==> src/rtl/aes_round_ctrl_pkg.sv <==
// Shared types and constants for the AES-128 round sequencer.
package aes_ctrl_pkg;

   localparam int unsigned AES128_ROUNDS = 10;
   localparam int unsigned ROUND_W       = 4;

   typedef logic [ROUND_W-1:0] round_idx_t;

   typedef enum logic [2:0] {
      IDLE     = 3'd0,
      KEXP     = 3'd1,
      INIT_ARK = 3'd2,
      ROUND    = 3'd3,
      FINAL    = 3'd4,
      DONE     = 3'd5
   } state_t;

endpackage

==> src/rtl/aes_round_ctrl_if.sv <==
// Host handshake plus datapath/key-demux control bundle of the round sequencer.
interface aes_round_ctrl_if #(
   parameter int unsigned ROUND_W = 4
);
   logic               start;
   logic               start_ready;
   logic               state_load;
   logic               key_wr;
   logic [ROUND_W-1:0] key_sel;
   logic [ROUND_W-1:0] rk_sel;
   logic               sub_en;
   logic               shift_en;
   logic               mix_en;
   logic               ark_en;
   logic               busy;
   logic               done_valid;
   logic               done_ready;

   // Host side: issues start and accepts the ciphertext.
   modport master (
      output start, done_ready,
      input  start_ready, state_load, key_wr, key_sel, rk_sel,
             sub_en, shift_en, mix_en, ark_en, busy, done_valid
   );

   // Sequencer side.
   modport slave (
      input  start, done_ready,
      output start_ready, state_load, key_wr, key_sel, rk_sel,
             sub_en, shift_en, mix_en, ark_en, busy, done_valid
   );
endinterface

==> src/rtl/aes_round_ctrl_step_cnt.sv <==
// Modulo-CYCLES counter pacing each key-expansion step; clear wins over enable.
module aes_step_cnt #(
   parameter int unsigned CYCLES = 1,
   parameter int unsigned CNT_W  = (CYCLES > 1) ? $clog2(CYCLES) : 1
) (
   input  logic             clk,
   input  logic             rst_n,
   input  logic             i_clr,
   input  logic             i_en,
   output logic [CNT_W-1:0] o_cnt_nxt,
   output logic             o_tc
);

   logic [CNT_W-1:0] r_cnt;
   logic [CNT_W-1:0] w_cnt_nxt;
   logic             w_tc;

   assign w_tc      = (r_cnt == CNT_W'(CYCLES - 1));
   assign o_tc      = w_tc;
   assign o_cnt_nxt = w_cnt_nxt;

   // Next count: wrap to zero after the terminal count.
   always_comb begin
      w_cnt_nxt = r_cnt;
      if (i_clr) begin
         w_cnt_nxt = '0;
      end else if (i_en) begin
         w_cnt_nxt = w_tc ? '0 : r_cnt + CNT_W'(1);
      end
   end

   // Count register.
   always_ff @(posedge clk or negedge rst_n) begin
      if (!rst_n) begin
         r_cnt <= '0;
      end else begin
         r_cnt <= w_cnt_nxt;
      end
   end

endmodule

==> src/rtl/aes_round_ctrl.sv <==
// AES-128 round sequencer: key expansion writes, initial ARK, full rounds, final round.
module aes_round_ctrl #(
   parameter int unsigned NUM_ROUNDS  = aes_ctrl_pkg::AES128_ROUNDS,
   parameter int unsigned ROUND_W     = aes_ctrl_pkg::ROUND_W,
   parameter int unsigned KEXP_CYCLES = 1
) (
   input  logic             clk,
   input  logic             rst_n,
   aes_round_ctrl_if.slave  bus
);
   import aes_ctrl_pkg::*;

   localparam int unsigned CNT_W = (KEXP_CYCLES > 1) ? $clog2(KEXP_CYCLES) : 1;

   state_t             r_state;
   state_t             w_state_nxt;
   logic [ROUND_W-1:0] r_key_idx;
   logic [ROUND_W-1:0] w_key_idx_nxt;
   logic [ROUND_W-1:0] r_round;
   logic [ROUND_W-1:0] w_round_nxt;

   logic               w_step_clr;
   logic               w_step_en;
   logic [CNT_W-1:0]   w_step_nxt;
   logic               w_step_tc;

   // Decoded outputs of the upcoming state, registered so the ports are glitch-free.
   logic               w_key_wr;
   logic [ROUND_W-1:0] w_key_sel;
   logic [ROUND_W-1:0] w_rk_sel;
   logic               w_sub_en;
   logic               w_shift_en;
   logic               w_mix_en;
   logic               w_ark_en;
   logic               w_busy;
   logic               w_done_valid;
   logic               w_start_ready;

   logic               r_key_wr;
   logic [ROUND_W-1:0] r_key_sel;
   logic [ROUND_W-1:0] r_rk_sel;
   logic               r_sub_en;
   logic               r_shift_en;
   logic               r_mix_en;
   logic               r_ark_en;
   logic               r_busy;
   logic               r_done_valid;
   logic               r_start_ready;

   aes_step_cnt #(
      .CYCLES (KEXP_CYCLES),
      .CNT_W  (CNT_W)
   ) u_step_cnt (
      .clk       (clk),
      .rst_n     (rst_n),
      .i_clr     (w_step_clr),
      .i_en      (w_step_en),
      .o_cnt_nxt (w_step_nxt),
      .o_tc      (w_step_tc)
   );

   // State and index registers.
   always_ff @(posedge clk or negedge rst_n) begin
      if (!rst_n) begin
         r_state   <= IDLE;
         r_key_idx <= '0;
         r_round   <= '0;
      end else begin
         r_state   <= w_state_nxt;
         r_key_idx <= w_key_idx_nxt;
         r_round   <= w_round_nxt;
      end
   end

   // Next-state and index update.
   always_comb begin
      w_state_nxt   = r_state;
      w_key_idx_nxt = r_key_idx;
      w_round_nxt   = r_round;
      w_step_clr    = 1'b0;
      w_step_en     = 1'b0;
      case (r_state)
         IDLE: begin
            if (bus.start) begin
               w_state_nxt   = KEXP;
               w_key_idx_nxt = '0;
               w_step_clr    = 1'b1;
            end
         end
         KEXP: begin
            w_step_en = 1'b1;
            if (w_step_tc) begin
               if (r_key_idx == ROUND_W'(NUM_ROUNDS)) begin
                  w_state_nxt   = INIT_ARK;
                  w_key_idx_nxt = '0;
                  w_step_clr    = 1'b1;
               end else begin
                  w_key_idx_nxt = r_key_idx + ROUND_W'(1);
               end
            end
         end
         INIT_ARK: begin
            w_state_nxt = ROUND;
            w_round_nxt = ROUND_W'(1);
         end
         ROUND: begin
            if (r_round == ROUND_W'(NUM_ROUNDS - 1)) begin
               w_state_nxt = FINAL;
               w_round_nxt = ROUND_W'(NUM_ROUNDS);
            end else begin
               w_round_nxt = r_round + ROUND_W'(1);
            end
         end
         FINAL: begin
            w_state_nxt = DONE;
         end
         DONE: begin
            if (bus.done_ready) begin
               w_state_nxt = IDLE;
               w_round_nxt = '0;
            end
         end
         default: begin
            w_state_nxt = IDLE;
         end
      endcase
   end

   // Output decode of the state being entered; selects stay zero outside their owning states.
   always_comb begin
      w_key_wr      = 1'b0;
      w_key_sel     = '0;
      w_rk_sel      = '0;
      w_sub_en      = 1'b0;
      w_shift_en    = 1'b0;
      w_mix_en      = 1'b0;
      w_ark_en      = 1'b0;
      w_busy        = 1'b1;
      w_done_valid  = 1'b0;
      w_start_ready = 1'b0;
      case (w_state_nxt)
         IDLE: begin
            w_busy        = 1'b0;
            w_start_ready = 1'b1;
         end
         KEXP: begin
            w_key_wr  = (w_step_nxt == CNT_W'(KEXP_CYCLES - 1));
            w_key_sel = w_key_idx_nxt;
         end
         INIT_ARK: begin
            w_ark_en = 1'b1;
         end
         ROUND: begin
            w_sub_en   = 1'b1;
            w_shift_en = 1'b1;
            w_mix_en   = 1'b1;
            w_ark_en   = 1'b1;
            w_rk_sel   = w_round_nxt;
         end
         FINAL: begin
            w_sub_en   = 1'b1;
            w_shift_en = 1'b1;
            w_ark_en   = 1'b1;
            w_rk_sel   = ROUND_W'(NUM_ROUNDS);
         end
         DONE: begin
            w_done_valid = 1'b1;
         end
         default: begin
            w_busy = 1'b1;
         end
      endcase
   end

   // Output registers; reset forces the idle pattern immediately.
   always_ff @(posedge clk or negedge rst_n) begin
      if (!rst_n) begin
         r_key_wr      <= 1'b0;
         r_key_sel     <= '0;
         r_rk_sel      <= '0;
         r_sub_en      <= 1'b0;
         r_shift_en    <= 1'b0;
         r_mix_en      <= 1'b0;
         r_ark_en      <= 1'b0;
         r_busy        <= 1'b0;
         r_done_valid  <= 1'b0;
         r_start_ready <= 1'b1;
      end else begin
         r_key_wr      <= w_key_wr;
         r_key_sel     <= w_key_sel;
         r_rk_sel      <= w_rk_sel;
         r_sub_en      <= w_sub_en;
         r_shift_en    <= w_shift_en;
         r_mix_en      <= w_mix_en;
         r_ark_en      <= w_ark_en;
         r_busy        <= w_busy;
         r_done_valid  <= w_done_valid;
         r_start_ready <= w_start_ready;
      end
   end

   assign bus.key_wr      = r_key_wr;
   assign bus.key_sel     = r_key_sel;
   assign bus.rk_sel      = r_rk_sel;
   assign bus.sub_en      = r_sub_en;
   assign bus.shift_en    = r_shift_en;
   assign bus.mix_en      = r_mix_en;
   assign bus.ark_en      = r_ark_en;
   assign bus.busy        = r_busy;
   assign bus.done_valid  = r_done_valid;
   assign bus.start_ready = r_start_ready;
   // Plaintext capture strobe on the accept cycle.
   assign bus.state_load  = bus.start & r_start_ready;

endmodule

==> src/flat_wrapper.sv <==
// flat-port wrapper written by rule: the top's interface ports become plain ports
module aes_round_ctrl_flat import aes_ctrl_pkg::*;
#(
   parameter int unsigned NUM_ROUNDS  = aes_ctrl_pkg::AES128_ROUNDS,
   parameter int unsigned ROUND_W     = aes_ctrl_pkg::ROUND_W,
   parameter int unsigned KEXP_CYCLES = 1
)
  (clk, rst_n, bus_start, bus_done_ready, bus_start_ready, bus_state_load, bus_key_wr, bus_key_sel, bus_rk_sel, bus_sub_en, bus_shift_en, bus_mix_en, bus_ark_en, bus_busy, bus_done_valid);
  aes_round_ctrl_if #(.ROUND_W(ROUND_W)) bus_i ();
  input  logic clk;
  input  logic rst_n;
  input wire logic [$bits(bus_i.start)-1:0] bus_start;
  input wire logic [$bits(bus_i.done_ready)-1:0] bus_done_ready;
  output wire logic [$bits(bus_i.start_ready)-1:0] bus_start_ready;
  output wire logic [$bits(bus_i.state_load)-1:0] bus_state_load;
  output wire logic [$bits(bus_i.key_wr)-1:0] bus_key_wr;
  output wire logic [$bits(bus_i.key_sel)-1:0] bus_key_sel;
  output wire logic [$bits(bus_i.rk_sel)-1:0] bus_rk_sel;
  output wire logic [$bits(bus_i.sub_en)-1:0] bus_sub_en;
  output wire logic [$bits(bus_i.shift_en)-1:0] bus_shift_en;
  output wire logic [$bits(bus_i.mix_en)-1:0] bus_mix_en;
  output wire logic [$bits(bus_i.ark_en)-1:0] bus_ark_en;
  output wire logic [$bits(bus_i.busy)-1:0] bus_busy;
  output wire logic [$bits(bus_i.done_valid)-1:0] bus_done_valid;
  assign bus_i.start = bus_start;
  assign bus_i.done_ready = bus_done_ready;
  assign bus_start_ready = bus_i.start_ready;
  assign bus_state_load = bus_i.state_load;
  assign bus_key_wr = bus_i.key_wr;
  assign bus_key_sel = bus_i.key_sel;
  assign bus_rk_sel = bus_i.rk_sel;
  assign bus_sub_en = bus_i.sub_en;
  assign bus_shift_en = bus_i.shift_en;
  assign bus_mix_en = bus_i.mix_en;
  assign bus_ark_en = bus_i.ark_en;
  assign bus_busy = bus_i.busy;
  assign bus_done_valid = bus_i.done_valid;
  aes_round_ctrl #(.NUM_ROUNDS(NUM_ROUNDS), .ROUND_W(ROUND_W), .KEXP_CYCLES(KEXP_CYCLES)) u_core (.clk(clk), .rst_n(rst_n), .bus(bus_i));
endmodule
==> config.mk <==
export PLATFORM = sky130hd
export DESIGN_NAME = aes_round_ctrl_flat
export DESIGN_NICKNAME = d
export VERILOG_FILES = /design/src/rtl/aes_round_ctrl_pkg.sv /design/src/rtl/aes_round_ctrl_if.sv /design/src/rtl/aes_round_ctrl_step_cnt.sv /design/src/rtl/aes_round_ctrl.sv /design/src/flat_wrapper.sv
export SDC_FILE = /design/constraint.sdc
export NUM_CORES = 1
export LEC_CHECK = 0
export BUFFER_PORTS_ARGS = -buffer_cell sky130_fd_sc_hd__clkbuf_2
export CORE_MARGIN = 2
export CORE_UTILIZATION = 30
export CTS_CLUSTER_SIZE = 28
export DETAILED_ROUTE_END_ITERATION = 8
export HOLD_SLACK_MARGIN = 0.15
export RECOVER_POWER = 25
export SLEW_MARGIN = 25
export SYNTH_ARGS = -nofsm -noshare
export SYNTH_HDL_FRONTEND = slang
export SYNTH_SLANG_ARGS = --single-unit
==> constraint.sdc <==
create_clock -name clk -period 1.6 [get_ports clk]
set_input_delay 0.24 -clock clk [delete_from_list [all_inputs] [get_ports clk]]
set_output_delay 0.24 -clock clk [all_outputs]
set_load 0.1 [all_outputs]
; ---- Yosys cells after proc, flatten, opt, wreduce, memory -nomap -nowiden
; Index checks and enable logic that the tools add are counted.
; W data, S select, Z words.
[op_classes]
n_bitwise = 2
n_reduce_logical = 4
n_addsub = 3
eq_ne = 12
mux = 30
[op_table]
columns = op, count
row1 = $mux W4, 6
row2 = $pmux W3 S6, 1
row3 = $pmux W4 S2, 2
row4 = $mux W3, 5
row5 = $mux W1, 14
row6 = $eq A3 B2 Y1 const B, 4
row7 = $eq A3 B3 Y1 const B, 4
row8 = $pmux W4 S3, 1
row9 = $add A4 B1 Y4 const B, 2
row10 = $eq A4 B4 Y1 const B, 2
row11 = $eq A3 B1 Y1 const B, 2
row12 = $logic_not A3 Y1, 2
row13 = $reduce_or A3 Y1, 1
row14 = $pmux W1 S2, 1
row15 = $reduce_or A2 Y1, 1
row16 = $add A1 B1 Y1 const B, 1
row17 = $and A1 B1 Y1, 1
row18 = $not A1 Y1, 1
[word_totals]
regBits = 27

; ---- Longest topological paths before layout
; Gate-level depths: netlist of the first run.
[depth]
depth_word = 7
ltp_mapped = 5
depth_no_buf = 5

; ---- By module
; From an unflattened synthesis of the first run, not the netlist that was laid out.
[hier_totals]
cells_unflattened = 126
area_unflattened_um2 = 1267.5
[modules_own_cells]
columns = module, seq_area_each_um2, cells_each, area_each_um2, instances
row1 = aes_round_ctrl, 651.9, 123, 1226.2, 1
row2 = aes_step_cnt, 25.0, 3, 41.3, 1

; ---- Least setup slack after synthesis of the first run
; Ideal clock, no wire load.
[synth_timing]
kind = reg2out
start = reg u_core.r_start_ready, in the netlist u_core.bus.start_ready
end = out bus_state_load
path_slack_ps = -307
path_buffers = 0
path_stages_with_launch = 2
t_arrival_ps = 1667
required_ps = 1360
path_cell_list = dfstp_2 > and2_1
[synth_via]
elab_chain_cells = 1
[synth_rtl]
columns = element, line_no
row1 = from (decl), aes_round_ctrl.sv:48  ; logic r_start_ready;
row2 = from (signal assigned), aes_round_ctrl.sv:198  ; r_start_ready <= w_start_ready;
row3 = $and A1 B1 Y1, aes_round_ctrl.sv:213  ; assign bus.state_load = bus.start & r_start_ready;
row4 = to (decl), flat_wrapper.sv:15  ; output wire logic [$bits(bus_i.state_load)-1:0] bus_state_load;
; Every way passes these cells.

; ---- Final worst setup path of the first run
[layout_timing]
start = reg u_core.r_state[1]
end = reg u_core.r_key_idx[2]
[layout_via]
elab_chain_cells = 2
word_cells_on_any_way = 3
cone_classes = 1 x eq/ne / 1 x mux / 1 x reduce/logical
[layout_rtl]
columns = element, line_no
row1 = from (decl), aes_round_ctrl.sv:15  ; state_t r_state;
row2 = from (signal assigned), aes_round_ctrl.sv:69  ; r_state <= w_state_nxt;
row3 = $eq A3 B1 Y1 / $logic_not A3 Y1 (equally long branches), aes_round_ctrl.sv:82  ; case (r_state)
row4 = $pmux W4 S2 (*), aes_round_ctrl.sv:82
row5 = named net u_core.w_key_idx_nxt[2], aes_round_ctrl.sv:18  ; logic [ROUND_W-1:0] w_key_idx_nxt;
row6 = to (signal assigned), aes_round_ctrl.sv:70  ; r_key_idx <= w_key_idx_nxt;
row7 = to (decl), aes_round_ctrl.sv:17  ; logic [ROUND_W-1:0] r_key_idx;
; The timed path passes the listed nets; every way through them passes the cells marked *.

==> run summary, run 1 <==
Reg2Reg Depth - 4
Synth warnings - 0
area of the core - 0.003971 mm2
CP cell instances - or3b_1, buf_4, or2_4, o2bb2ai_1
GRT overflow - 0
post-synthesis sequential area ratio - 0.5520
final hold violation count - 0
Tcrit/Tclk final - 0.9590
P&R area growth vs syn - 23.57%
CTS buffer count - 3
DRC - 0
die height - 67.93 um
most common cell after layout, fill and taps aside - dfrtp_1
Setup TNS - 0 ps
max-slew violations - 0
routability cong. - 0.8353
WS Path Type - reg2reg
CP max-delay cell - dfrtp_1
CP Max Fanout - 10
Yosys top cell by area - dfrtp_1
IO buf count - 20
R2R Path Start - u_core.r_state[1]$_DFF_PN0_
clk_lat worst skew - 270 ps
clock slew at reported path FFs - 90 ps
Sink Count - 27
RSZ-0062 raised after global routing - yes
antenna violations before repair - 0
outcome - finished, final reports clean
commonest non-fill, non-tap cells in the layout - dfrtp_1 (26), clkbuf_2 (18), buf_4 (10)
hold_sp - bus_done_ready
top-level I/O count - 21
CP max stage delay - 440 ps
Initial DRC Count - 50
worst endpoint required time - 1800 ps
Final Skew - 1.692 ps
GRT Resource Usage Total - 0.1143
f_max - 651.7 MHz
WHS Endpoint - u_core.bus.done_valid$_DFF_PN0_
CP Launch Type - register
Root Buffer - clkbuf_8
# setup viols final - 0
Synth cell types - 39
Synth Area per Inst - 11.68 um2
FP Rows - 23
top-area cell type share of the netlist area - 0.5306
largest net degree at the start of global routing - 28
Initial Utilization - 0.3088
Synth Cell Area - 0.001226 mm2
reg-to-reg endpoint - u_core.r_key_idx[2]$_DFF_PN0_
DP HPWL - 1698 um
average wire per standard cell - 12.83 um
drt first pass iters - 2
vias per cell - 4.788
first-pass GRT wire length - 3857 um
Syn Inst Count - 105
r2r setup slk - 70 ps
post-route ant nets - 0
die area - 0.004614 mm2
Hold Crit Depth - 4
deepest clock path buffer count - 2
Async SR Flop Fraction - 1.000
Net Count, Synth - 113
CTS tree - done
layout cells sized above 1 - 0.2985
vias in the first global route - 870
slew margin rel. - 0.5640
ANT cells - 0
Worst Path Buf+Inv - 1
Crit path max-delay family - simple AND/OR/NAND/NOR gates
total wire length - 2361 um
Die X - 67.93 um
min cycle time layout - 1534 ps
Seq cells post-synth - 27
top post-synthesis cells by area - dfrtp_1 (53%), o2bb2ai_1 (4.3%), ha_1 (4.1%)
number of flops mapped to enable cells by yosys - 0
Nets - 143
final core occ - 0.3815
crit end category - register
Crit path arrival time - 1730 ps
vias post-DR - 881
CTS H-tree depth - 1
dominant synthesized flop cell - dfrtp_1
worst slew pin tran - 654.0 ps
Hold Path Class - in2reg
MaxCap Viol Count - 0
==> how the worst max path moves through the flow <==
stage | endpoint | slack, ps | cells past startpoint | from
6_report | u_core.r_key_idx[2]$_DFF_PN0_ | 70 | 4 | u_core.r_state[1]$_DFF_PN0_
5_1_grt | u_core.bus.start_ready$_DFF_PN1_ | 1 | 6 | u_core.r_key_idx[0]$_DFF_PN0_
4_1_cts | u_core.r_key_idx[2]$_DFF_PN0_ | 80 | 4 | u_core.r_state[1]$_DFF_PN0_
3_5_place_dp | u_core.r_key_idx[2]$_DFF_PN0_ | 110 | 4 | u_core.r_state[1]$_DFF_PN0_
3_3_place_gp | u_core.bus.busy$_DFF_PN0_ | 120 | 6 | u_core.r_key_idx[0]$_DFF_PN0_
2_1_floorplan | bus_sub_en | 40 | 1 | u_core.bus.sub_en$_DFF_PN0_
==> sequential cells by signal, indices dropped and copies added, names as in the netlist <==
signal and cells:
u_core.bus.rk_sel 4, u_core.bus.start_ready 1, u_core.bus.busy 1, u_core.bus.key_wr 1, u_core.u_step_cnt.r_cnt 1, u_core.bus.mix_en 1
u_core.bus.key_sel 4, u_core.r_round 4, u_core.bus.ark_en 1, u_core.bus.done_valid 1, u_core.r_state 3, u_core.r_key_idx 4
u_core.bus.sub_en 1
==> worst register-to-register path, cell delays in order, from the launching register on <==
cell and delay (ps):
dfrtp_1 440, or3b_1 390, buf_4 190, or2_4 270
o2bb2ai_1 160
==> logic make-up after synthesis <==
| group | synth area share |
|---|---|
| fa+ha+maj | 0.04082 |
| xor+xnor | 0.02143 |
| flops | 0.5520 |
| compound gates | 0.1367 |
| mux | 0.008164 |
| buf+inv | 0.05510 |
| simple gates | 0.1857 |
==> synth_stat cells (2+ instances only) <==
cell       number
a21oi_1         5
and2_1          3
and3_1          2
and3b_1         2
buf_4           2
buf_6           2
dfrtp_1        26
ha_1            4
inv_1           7
nand2_1         4
nand2b_1        2
nand3b_1        4
nand4b_1        2
nor2_1          5
o21a_1          2
o21ai_0         3
o2bb2ai_1       6
or3_1           2
xnor2_1         2
==> layout make-up <==
cell class | count | area [um2]
tap | 50 | 62.56
clock buffer | 4 | 45.04
timing repair buffer | 30 | 195.2
sequential | 27 | 676.9
fill | 386 | 2456
inverter | 7 | 26.28
multi-input combinational | 66 | 509.2
==> metrics by stage <==
step | worst slack [ps] | area [um2] | hold WS [ps] | instances
after floorplan | 36.03 | 1229 | -55.59 | 105
after global placement | 117.3 | 1428 | 290.0 | 178
after detailed placement | 105.3 | 1428 | 307.7 | 178
after CTS | 77.53 | 1483 | 372.5 | 183
after global routing | 1.229 | 1515 | 412.9 | 184
final | 65.57 | 1515 | 372.9 | 184
==> metal layers <==
metal	wire length, um	vias to the layer above	GRT usage	part of all wire
li1	-	433	-	-
met1	1079	428	0.1356	0.46
met2	1162	15	0.2002	0.49
met3	48	5	0.004934	0.020
met4	70	0	0.07500	0.030
met5	0	-	0	0
==> repair_timing <==
action,in CTS,in global routing
setup buffers,0,1
endpoints found under the hold margin,26,0
setup endpoints to repair,0,3
resized for setup,0,4
hold buffers,1,0
Power of run 1 is not shown: default switching activity piles up to over one toggle a cycle in this logic, so the estimate is an artifact.
==> run 2: changes to the inputs <==
Settings changed: SYNTH_HIERARCHICAL from default to 1.
==> run 2 against run 1 <==
Count of clock-buffer cells in the layout shrank 1. Utilization shrank 0.48 points. Hold slack lost 150 ps. Final cell count grew 8.7%. Sequential share of layout area shrank 0.074 points. Worst setup slack gained 58 ps. Via count grew 10%. Synthesized area grew 3.4%. Critical endpoint is now u_core/bus.key_wr$_DFF_PN0_. First-iteration DRC count shrank 48%. Design area grew 0.17%. Non-clock buffer count shrank 5.
==> run summary, run 2 <==
crit end category - register
dominant synthesized flop cell - dfrtp_1
vias in the first global route - 976
WS Path Type - reg2reg
vias post-DR - 971
ANT cells - 0
vias per cell - 4.855
die area - 0.004761 mm2
clock slew at reported path FFs - 100 ps
Reg2Reg Depth - 5
number of flops mapped to enable cells by yosys - 0
max-slew violations - 0
top post-synthesis cells by count - dfrtp_1 (26), a21oi_1 (13), nand2_1 (12)
average wire per standard cell - 12.23 um
post-synthesis sequential area ratio - 0.5341
Net Count, Synth - 132
slew margin rel. - 0.5697
Synth Area per Inst - 10.06 um2
Setup TNS - 0 ps
antenna violations before repair - 0
Synth warnings - 6
Initial Utilization - 0.3146
CP Launch Type - register
final hold violation count - 0
reg-to-reg endpoint - u_core/bus.key_wr$_DFF_PN0_
Yosys top cell by area - dfrtp_1
CP max stage delay - 450 ps
first-pass GRT wire length - 4243 um
deepest clock path buffer count - 2
top-area cell type share of the netlist area - 0.5133
Post-CTS Setup Bufs - 0
total wire length - 2446 um
CTS tree - done
Syn Inst Count - 126
layout cells sized above 1 - 0.2533
critical path launch point - u_core/r_key_idx[3]$_DFF_PN0_
CTS H-tree depth - 1
xor/xnor share of the synthesized area - 0.02073
Die X - 69 um
Seq cells post-synth - 27
post-route ant nets - 0
IO buf count - 20
MaxCap Viol Count - 0
GRT overflow - 0
Hold Path Class - in2reg
most common cell after layout, fill and taps aside - dfrtp_1
R2R Path Start - u_core/r_key_idx[3]$_DFF_PN0_
CTS buffer count - 3
FP Rows - 23
Adder-Cell Fraction of Synth Area - 0.01974
most numerous cell in the Yosys netlist - dfrtp_1
Synth cell types - 36
largest net degree at the start of global routing - 28
CP cell instances - nor2b_4, nand4_2, a21boi_1, nor3b_2, nor3b_1
Final Skew - 7.241 ps
# setup viols final - 0
top post-synthesis cells by area - dfrtp_1 (51%), a21oi_1 (5.1%), nand2_1 (3.6%)
DP HPWL - 1819 um
outcome - finished, final reports clean
Synth Area in Compound Gates - 0.1678
Initial DRC Count - 26
Tcrit/Tclk final - 0.9229
Sink Count - 27
DRC - 0
main combinational cell family by area after synthesis - simple AND/OR/NAND/NOR gates
Crit path arrival time - 1670 ps
Synth Cell Area - 0.001267 mm2
GRT Resource Usage Total - 0.1107
P&R area growth vs syn - 19.74%
CP max-delay cell - dfrtp_1
f_max - 677.2 MHz
area of the core - 0.004029 mm2
Hold Crit Depth - 2
hold_sp - bus_done_ready
worst slew pin tran - 645.5 ps
Nets - 157
routability cong. - 0.8717
die height - 69 um
CP Max Fanout - 6
commonest non-fill, non-tap cells in the layout - dfrtp_1 (26), clkbuf_2 (18), a21oi_1 (13)
WHS Endpoint - u_core/bus.done_valid$_DFF_PN0_
Async SR Flop Fraction - 1.000
mux cell area share after synthesis - 0
simple-gate share of the synthesized area - 0.2083
worst endpoint required time - 1790 ps
Root Buffer - clkbuf_8
min cycle time layout - 1477 ps
top-level I/O count - 21
drt first pass iters - 4
r2r setup slk - 120 ps
RSZ-0062 raised after global routing - no
clk_lat worst skew - 280 ps
[run 2: cells by family (layout without fill, tap and decap cells)]
logic type,count (synthesis),count (layout)
AO/OA/AOI/OAI,35,35
XOR/XNOR,3,3
adder cells (fa/ha/maj),2,2
buffers and inverters,14,38
flip-flops,27,27
AND/OR/NAND/NOR,45,45
[run 2: layout make-up]
| cell class | count | area (um2) |
|---|---|---|
| multi-input cells | 85 | 535.5 |
| flip-flops and latches | 27 | 676.9 |
| repair buffers | 25 | 157.7 |
| clock buffers | 3 | 41.29 |
| inverters | 9 | 35.03 |
| clock inverters | 1 | 8.758 |
| well taps | 50 | 62.56 |
| fillers | 417 | 2511 |
[run 2: routing by layer]
| metal | routed length [um] | part of all wire | global-route usage | vias to the layer above |
|---|---|---|---|---|
| met4 | 34 | 0.014 | 0.05229 | 0 |
| met5 | 0 | 0 | 0 | - |
| met3 | 105 | 0.043 | 0.03947 | 5 |
| met2 | 1233 | 0.50 | 0.1838 | 18 |
| li1 | - | - | - | 473 |
| met1 | 1073 | 0.44 | 0.1264 | 475 |
[run 2: how the worst max path moves through the flow]
stage	endpoint
CTS	u_core/bus.key_wr$_DFF_PN0_
global placement	u_core/bus.key_wr$_DFF_PN0_
detailed placement	u_core/bus.key_wr$_DFF_PN0_
global route	u_core/bus.key_wr$_DFF_PN0_
finish	u_core/bus.key_wr$_DFF_PN0_
floorplan	bus_sub_en
[run 2: worst max-delay path: cells and delay by family, from the launching register on]
kind / cells / cell delay, ps
simple gates: 4 / 720
flops: 1 / 450
compound gates: 1 / 230
[run 2: per-stage QoR]
stage / util / setup slack, ps / instance area, um2 / instances / hold slack (ps)
2_1_floorplan: - / 36.03 / 1270 / 126 / -55.59
3_3_place_gp: 0.3606 / 144.2 / 1453 / 195 / 296.3
3_5_place_dp: 0.3606 / 128.7 / 1453 / 195 / 310.5
4_1_cts: 0.3755 / 90.85 / 1513 / 200 / 228.0
5_1_grt: 0.3767 / 15.98 / 1518 / 200 / 228.0
6_report: 0.3767 / 123.3 / 1518 / 200 / 224.1
[run 2: timing repair]
| item | in CTS | in global routing |
|---|---|---|
| hold buffers | 1 | 0 |
| gates resized for setup | 0 | 1 |
| hold endpoints to repair | 26 | 0 |
| setup endpoints to repair | 0 | 1 |
Power of run 2 is left out for the same reason.
==> run 3: changes to the inputs <==
Settings changed: ABC_AREA from default to 1, BUFFER_PORTS_ARGS -buffer_cell sky130_fd_sc_hd__clkbuf_2 to default, DONT_BUFFER_PORTS from default to 1.
==> run 3 against run 2 <==
Register-to-register slack improved by 30 ps. Design area increased by 5.4%. Sequential cell count unchanged. First-iteration DRC count increased by 110%. Utilization decreased by 0.17 points. Non-clock buffer count decreased by 4. Fmax increased by 0.54%. Sequential share of layout area decreased by 1.8 points. Final cell count increased by 17%. Critical path type is now reg2out. Critical endpoint is now bus_state_load.
==> run summary, run 3 <==
outcome - finished, final reports clean
CTS tree - done
largest net degree at the start of global routing - 28
Synth warnings - 6
top-area cell type share of the netlist area - 0.4976
DRC - 0
number of flops mapped to enable cells by yosys - 0
f_max - 680.9 MHz
area of the core - 0.004264 mm2
crit end category - primary output
CP Max Fanout - 2
Initial Utilization - 0.3066
final hold violation count - 0
worst endpoint required time - 1360 ps
hold_sp - bus_done_ready
first-pass GRT wire length - 4547 um
P&R area growth vs syn - 22.30%
R2R Path Start - u_core/r_round[1]$_DFF_PN0_
Tcrit/Tclk final - 0.9180
most numerous cell in the Yosys netlist - nand2_1
top post-synthesis cells by count - nand2_1 (31), dfrtp_1 (26), inv_1 (26)
Synth Cell Area - 0.001308 mm2
Async SR Flop Fraction - 1.000
total wire length - 2446 um
clock slew at reported path FFs - 80 ps
top-level I/O count - 21
top post-synthesis cells by area - dfrtp_1 (50%), nand2_1 (8.9%), inv_1 (7.5%)
FP Rows - 24
Die X - 70.02 um
Initial DRC Count - 55
most common cell after layout, fill and taps aside - nand2_1
post-route ant nets - 0
routability cong. - 0.8694
dominant synthesized flop cell - dfrtp_1
Net Count, Synth - 165
layout cells sized above 1 - 0.2143
ANT cells - 0
CP max-delay cell - dfstp_4
drt first pass iters - 4
WS Path Type - reg2out
DP HPWL - 1836 um
post-place setup slack - 141.0 ps
Final Skew - 5.516 ps
slew margin rel. - 0.5660
commonest non-fill, non-tap cells in the layout - nand2_1 (31), inv_1 (25), dfrtp_1 (23)
average wire per standard cell - 10.45 um
Root Buffer - clkbuf_8
CP Launch Type - register
# setup viols final - 0
GRT Resource Usage Total - 0.1166
post-synthesis sequential area ratio - 0.5177
GRT overflow - 0
CTS H-tree depth - 1
die area - 0.004902 mm2
clk_lat worst skew - 270 ps
vias per cell - 4.551
worst setup margin - 131.3 ps
Seq cells post-synth - 27
CTS buffer count - 3
MaxCap Viol Count - 0
Syn Inst Count - 159
CP max stage delay - 630 ps
Sink Count - 27
Crit path arrival time - 1230 ps
IO buf count - 0
Synth cell types - 22
vias post-DR - 1,065
deepest clock path buffer count - 2
max-slew violations - 0
CP cell instances - nand2_1, clkinvlp_4, buf_12
antenna violations before repair - 0
min cycle time layout - 1469 ps
worst slew pin tran - 651.0 ps
critical path launch point - u_core/bus.start_ready$_DFF_PN1_
Synth Area per Inst - 8.223 um2
Yosys top cell by area - dfrtp_1
die height - 70.02 um
Hold Path Class - in2reg
vias in the first global route - 1,037
Nets - 189
## run 3: cell count changes in the layout (fill, tap and decap cells not counted), moves of 6 or more
cell / change
inv_1: +17
nor2b_1: -6
nand3_1: +15
nor2_1: +10
nand2_1: +19
buf_4: +12
nand2b_1: -7
o21ai_0: +8
clkbuf_2: -17
a21oi_1: -7
## run 3: kinds of logic (layout without fill, tap and decap cells)
kind of cell | Yosys count | in the layout | synth area share
flip-flops | 27 | 27 | 0.5177
buffers and inverters | 32 | 55 | 0.09569
AND/OR/NAND/NOR | 76 | 76 | 0.2660
XOR/XNOR | 1 | 1 | 0.006700
adder cells (fa/ha/maj) | 2 | 2 | 0.01914
AO/OA/AOI/OAI | 21 | 21 | 0.09475
## run 3: repair_timing
action / 4_1_cts / 5_1_grt
hold buffers: 2 / 0
endpoints found under the setup margin: 0 / 2
resized for setup: 0 / 2
buffers inserted: 0 / 2
endpoints found under the hold margin: 27 / 0
## run 3: layout make-up
type	instances	area (um2)
Multi-Input combinational cell	100	505.5
Clock buffer	4	45.04
Sequential cell	27	684.4
Timing Repair Buffer	21	182.7
Tap cell	52	65.06
Inverter	30	116.4
Fill cell	453	2665
## run 3: critical path, delay by kind of cell, from the launching register on
family,cells,cell delay [ps]
DFF,1,630
buffers and inverters,2,240
and+or+nand+nor,1,80
## run 3: worst paths after layout
path	cells after the start	endpoint	slack, ps
setup / recovery	3	bus_state_load	130
hold / removal	3	u_core/r_round[1]$_DFF_PN0_	230
setup reg to reg	7	u_core/bus.busy$_DFF_PN0_	150
hold reg to reg	2	u_core/u_step_cnt/r_cnt$_DFF_PN0_	540
max in group asynchronous	2	u_core/r_round[1]$_DFF_PN0_	610
min in group asynchronous	2	u_core/bus.rk_sel[0]$_DFF_PN0_	530
## run 3: per-layer routing
layer / routed length, um / track usage
met2: 1094 / 0.1735
met4: 57 / 0.06838
met5: 0 / 0
met1: 1187 / 0.1561
met3: 106 / 0.02453
## run 3: per-stage QoR
stage / hold slack [ps] / std cells / utilization / area, um2 / setup TNS, ps
after CTS: 237.2 / 232 / 0.3744 / 1597 / 0
after floorplan: -55.59 / 159 / - / 1315 / 0
after detailed placement: -54.69 / 226 / 0.3568 / 1521 / 0
after global routing: 242.3 / 234 / 0.3750 / 1599 / -1.062
final: 234.1 / 234 / 0.3750 / 1599 / 0
after global placement: -54.89 / 226 / 0.3568 / 1521 / 0
Power of run 3 is left out for the same reason.
